File: config.mk
export PLATFORM = sky130hd
export DESIGN_NAME = fifo_reader
export DESIGN_NICKNAME = d
export VERILOG_FILES = /design/src/rtl/fifo_reader.sv
export SDC_FILE = /design/constraint.sdc
export NUM_CORES = 1
export LEC_CHECK = 0
export CAP_MARGIN = 5
export CORE_ASPECT_RATIO = 0.6
export CORE_MARGIN = 5
export CORE_UTILIZATION = 54
export CTS_BUF_LIST = sky130_fd_sc_hd__clkbuf_16
export DETAILED_ROUTE_END_ITERATION = 16
export PLACE_DENSITY = 0.78
export SETUP_SLACK_MARGIN = 0.4
export SLEW_MARGIN = 20
export SYNTH_ARGS = -nofsm -noshare
export SYNTH_HDL_FRONTEND = slang
export SYNTH_SLANG_ARGS = --single-unit
File: constraint.sdc
create_clock -name clk -period 2.9 [get_ports clk]
set_clock_uncertainty 0.05 [all_clocks]
set_input_delay 0.87 -clock clk [delete_from_list [all_inputs] [get_ports clk]]
set_output_delay 0.87 -clock clk [all_outputs]
set_load 0.02 [all_outputs]
File: src/rtl/fifo_reader.sv
// fifo_reader: drains an upstream FIFO with fixed read latency into a
// credit-limited skid buffer and forwards words under downstream pause.
module fifo_reader #(
  parameter int DATA_WIDTH = 6,
  parameter int RD_LATENCY = 2,
  parameter int SKID_DEPTH = 4
) (
  input  logic                  clk,
  input  logic                  reset,
  input  logic                  enable,
  input  logic                  Fifo_Empty,
  input  logic                  Fifo_Almost_Empty,
  input  logic [DATA_WIDTH-1:0] Fifo_Data_in,
  input  logic                  Pausa_in,
  output logic                  pop,
  output logic [DATA_WIDTH-1:0] Data_out,
  output logic                  valid_out,
  output logic                  Idle,
  output logic [3:0]            Occupancy,
  output logic                  Error_Reader
);

  localparam int PW = $clog2(SKID_DEPTH);

  typedef enum logic [2:0] {
    IDLE   = 3'b001,
    ACTIVE = 3'b010,
    DRAIN  = 3'b100
  } state_t;

  state_t state;
  state_t state_nx;

  logic [RD_LATENCY-1:0] flight;
  logic [2:0]            flight_cnt;
  logic [4:0]            credit;
  logic                  room;
  logic                  pop_nx;

  logic [DATA_WIDTH-1:0] mem [SKID_DEPTH];
  logic [PW-1:0]         wr_ptr;
  logic [PW-1:0]         rd_ptr;
  logic                  capture;
  logic                  remove;
  logic                  full;
  logic                  drop;
  logic                  wr_en;

  always_comb begin
    flight_cnt = '0;
    for (int i = 0; i < RD_LATENCY; i++) begin
      flight_cnt = flight_cnt + 3'(flight[i]);
    end
  end

  // The pop already on the wire is not yet in the shift register.
  assign credit = 5'(flight_cnt) + 5'(Occupancy) + 5'(pop);
  assign room   = credit < 5'(SKID_DEPTH);

  assign capture = flight[RD_LATENCY-1];
  assign remove  = !Pausa_in && (Occupancy != 4'd0);
  assign full    = Occupancy == 4'(SKID_DEPTH);
  assign drop    = capture && full && !remove;
  assign wr_en   = capture && !drop;

  always_ff @(posedge clk) begin
    if (reset) begin
      state <= IDLE;
    end else begin
      state <= state_nx;
    end
  end

  always_comb begin
    state_nx = state;
    unique case (1'b1)
      state[0]: begin
        if (enable) state_nx = ACTIVE;
      end
      state[1]: begin
        if (!enable) state_nx = DRAIN;
      end
      state[2]: begin
        if (enable) begin
          state_nx = ACTIVE;
        end else if (flight_cnt == 3'd0 &&
                     Occupancy == 4'd0) begin
          state_nx = IDLE;
        end
      end
      default: state_nx = IDLE;
    endcase
  end

  // Almost-empty flag does not yet reflect the pop in flight.
  always_comb begin
    Idle   = state == IDLE;
    pop_nx = (state_nx == ACTIVE) &&
             !Fifo_Empty &&
             room &&
             !(Fifo_Almost_Empty && pop);
  end

  always_ff @(posedge clk) begin
    if (reset) begin
      pop          <= 1'b0;
      flight       <= '0;
      wr_ptr       <= '0;
      rd_ptr       <= '0;
      Occupancy    <= 4'd0;
      Data_out     <= '0;
      valid_out    <= 1'b0;
      Error_Reader <= 1'b0;
    end else begin
      pop    <= pop_nx;
      flight <= RD_LATENCY'({flight, pop});
      if (wr_en) begin
        wr_ptr <= wr_ptr + PW'(1);
      end
      if (remove) begin
        rd_ptr    <= rd_ptr + PW'(1);
        Data_out  <= mem[rd_ptr];
        valid_out <= 1'b1;
      end else begin
        valid_out <= 1'b0;
      end
      unique case ({wr_en, remove})
        2'b10:   Occupancy <= Occupancy + 4'd1;
        2'b01:   Occupancy <= Occupancy - 4'd1;
        default: Occupancy <= Occupancy;
      endcase
      if (drop) begin
        Error_Reader <= 1'b1;
      end
    end
  end

  always_ff @(posedge clk) begin
    if (wr_en && !reset) begin
      mem[wr_ptr] <= Fifo_Data_in;
    end
  end

endmodule

==> results.txt <==
first-pass GRT wire length -> 6.57 mm
vias -> 1,311
Tcrit/Tclk final -> 83.6%
# IOs -> 26
Final Critical Period -> 2.42 ns
highest cell delay on the worst timing path -> 0.68 ns
CTS Sinks -> 46
vias per cell -> 5.53
Synth Area in Simple Gates -> 12.4%
Layout area overhead -> 23.9%
GP Congestion -> 0.750
# diodes -> 0
drt first-iter violations -> 59
Slew Limit Fails -> 0
CP bufs+invs -> 1
CP endpoint kind -> output pin
PortBufs -> 25
dpl hpwl -> 2.81 mm
largest family of logic cells by synthesized area -> simple AND/OR/NAND/NOR gates
Syn Nets -> 182
final wirelength -> 3.99 mm
relative slew slack -> 67.0%
Fin Hold WS -> 0.409 ns
YS warnings -> 0
DRC Markers -> 0
outcome -> complete, no violations
setup violators final -> 0
Fin. Hold Viols -> 0
Max Cap Violations -> 0
Seq cells post-synth -> 46
Die W -> 88.1 microns
Synth Cell Area -> 1980 sq um
Bufs on Longest Clock Path -> 2
CP max stage cell -> clkdlybuf4s50_1
antenna violations before repair -> 0
synthesized instance count -> 159
DR pass1 iterations -> 4
worst endpoint data arrival time -> 1.50 ns
Die H -> 56.9 microns
leakage -> 0.000913 uW
Max VDD drop -> 0.000385 V
EDFF count, synth -> 24
top_reg_cell synth -> edfxtp_1
Startpoint Class -> register
commonest cells after routing, fill and taps aside -> edfxtp_1 (24), clkdlybuf4s50_1 (23), dfxtp_1 (22)
clk_lat worst skew -> 0.28 ns
Root Driver -> clkbuf_16
starting utilization of the core area -> 55.0%
layout cell share with drive strength beyond 1 -> 15.8%
commonest non-fill, non-tap cell in the layout -> edfxtp_1
Worst-Margin Slew -> 0.495 ns
total gr overflow -> 0
power per standard cell area -> 844 nW/um^2
vias in the first global route -> 1,334
pin count of the biggest net entering global routing -> 23
Synth Area in XOR/XNOR -> 2.22%
Finished Layout Cells -> 237
total CTS buffers -> 5
sequential cell area fraction in the yosys report -> 58.8%
CTS tree -> yes
multi-input logic area -> 769 sq um
Distinct cells, synth -> 33
CTS clk-pin slew, worst paths -> 0.06 ns
post-synthesis adder-cell area fraction -> 7.35%
CORE AREA -> 3590 sq um
net count reported at finish -> 212
Design Power -> 2070 uW
worst-path maximum fanout -> 7
worst hold path class -> reg -> reg
Avg WL per Cell -> 16.9 microns
fillcell total -> 255
RSZ-0062 raised after global routing -> no
overall routing resource usage -> 17.7%
FMAX -> 412 MHz
worst-path cell chain -> clkdlybuf4s50_1
Synth Area in Compound Gates -> 6.21%
WP data required -> 1.98 ns
post-route antenna net violation count -> 0
mux share of post-synthesis cell area -> 9.69%
syn avg cell area -> 12.4 sq um
placed insts -> 228
critical path class -> reg -> out
Row Count -> 17
die area -> 5010 sq um
Reg area -> 1160 sq um
post-cts hold buffer count -> 0
post-synthesis async set-or-reset flop share -> 0%
H-tree Lvls -> 2
crit-path leading delay family -> buffers and inverters
kinds of logic after synthesis:
| family | Yosys count |
|---|---|
| DFF | 46 |
| muxes | 11 |
| adders and majority gates | 11 |
| xor gates and xnor gates | 5 |
| buffers and inverters | 15 |
| AOI/OAI and AO/OA | 21 |
| and+or+nand+nor | 50 |
worst register-to-register path, cell delays in order, from the launching register on:
cell,delay [ns]
dfxtp_1,0.54
nor4_2,0.13
or3_4,0.37
inv_4,0.08
ha_4,0.19
a21o_2,0.19
a21oi_2,0.12
mux2i_1,0.20
mux2_2,0.34
final cells by class:
| class | instances | area share (%) |
|---|---|---|
| Clock buffer | 5 | 5.11 |
| Clock inverter | 3 | 0.613 |
| Inverter | 8 | 1.33 |
| Multi-Input combinational cell | 98 | 31.4 |
| Sequential cell | 46 | 47.4 |
| Tap cell | 47 | 2.40 |
| Timing Repair Buffer | 30 | 11.7 |
Yosys cell counts, drive strengths merged (4+ instances only):
library cell / n / area (sq um)
a21oi: 14 / 70.1
and2: 5 / 31.3
clkbuf: 4 / 15.0
dfxtp: 22 / 440
edfxtp: 24 / 721
ha: 10 / 125
inv: 8 / 30.0
mux4: 6 / 135
nand2: 15 / 56.3
nand3: 4 / 20.0
nor2: 12 / 45.0
xnor2: 4 / 35.0
state kept, by name, indices dropped and copies added (netlist names):
signal and cells:
Data_out 6, Error_Reader 1, Occupancy 4, flight 2
mem 24, pop 1, rd_ptr 2, state 3
valid_out 1, wr_ptr 2
timing repair:
action                                  in CTS  in global routing
setup buffers                                0                  1
resized for setup                            2                  3
endpoints found under the setup margin       2                  2
pin swaps                                    1                  1
stage by stage:
stage                     worst slack [ns]  utilization [%]  instance area, sq um  setup TNS [ns]
after global routing                 0.430             68.1                  2450               0
after global placement             -0.0400             64.0                  2300         -0.0400
after CTS                            0.407             67.9                  2440               0
after floorplan                      0.398                -                  2000               0
after detailed placement           -0.0949             64.0                  2300         -0.0949
final                                0.476             68.1                  2450               0
where the power goes:
part | internal [uW] | total (uW) | switching (uW)
Sequential | 749 | 844 | 95.1
Combinational | 343 | 678 | 335
Clock | 315 | 545 | 229
path summary, 6_finish.rpt:
path                                                start                   endpoint  slack [ns]  cells past startpoint
worst max-delay path            Occupancy[1]$_SDFFE_PP0P_               Occupancy[1]        0.48                      1
worst min-delay path             Data_out[2]$_SDFFE_PP0N_   Data_out[2]$_SDFFE_PP0N_        0.41                      2
worst max register to register  Occupancy[1]$_SDFFE_PP0P_  Occupancy[3]$_SDFFE_PP0P_        0.59                      8
worst min register to register   Data_out[2]$_SDFFE_PP0N_   Data_out[2]$_SDFFE_PP0N_        0.41                      2
metal layers:
metal	GRT usage [%]	vias up	wire [microns]
met4	8.84	0	110
met3	6.16	13	261
li1	-	620	-
met5	0	-	0
met2	26.3	40	1900
met1	23.0	638	1720
(Power assumes the default switching activity.)
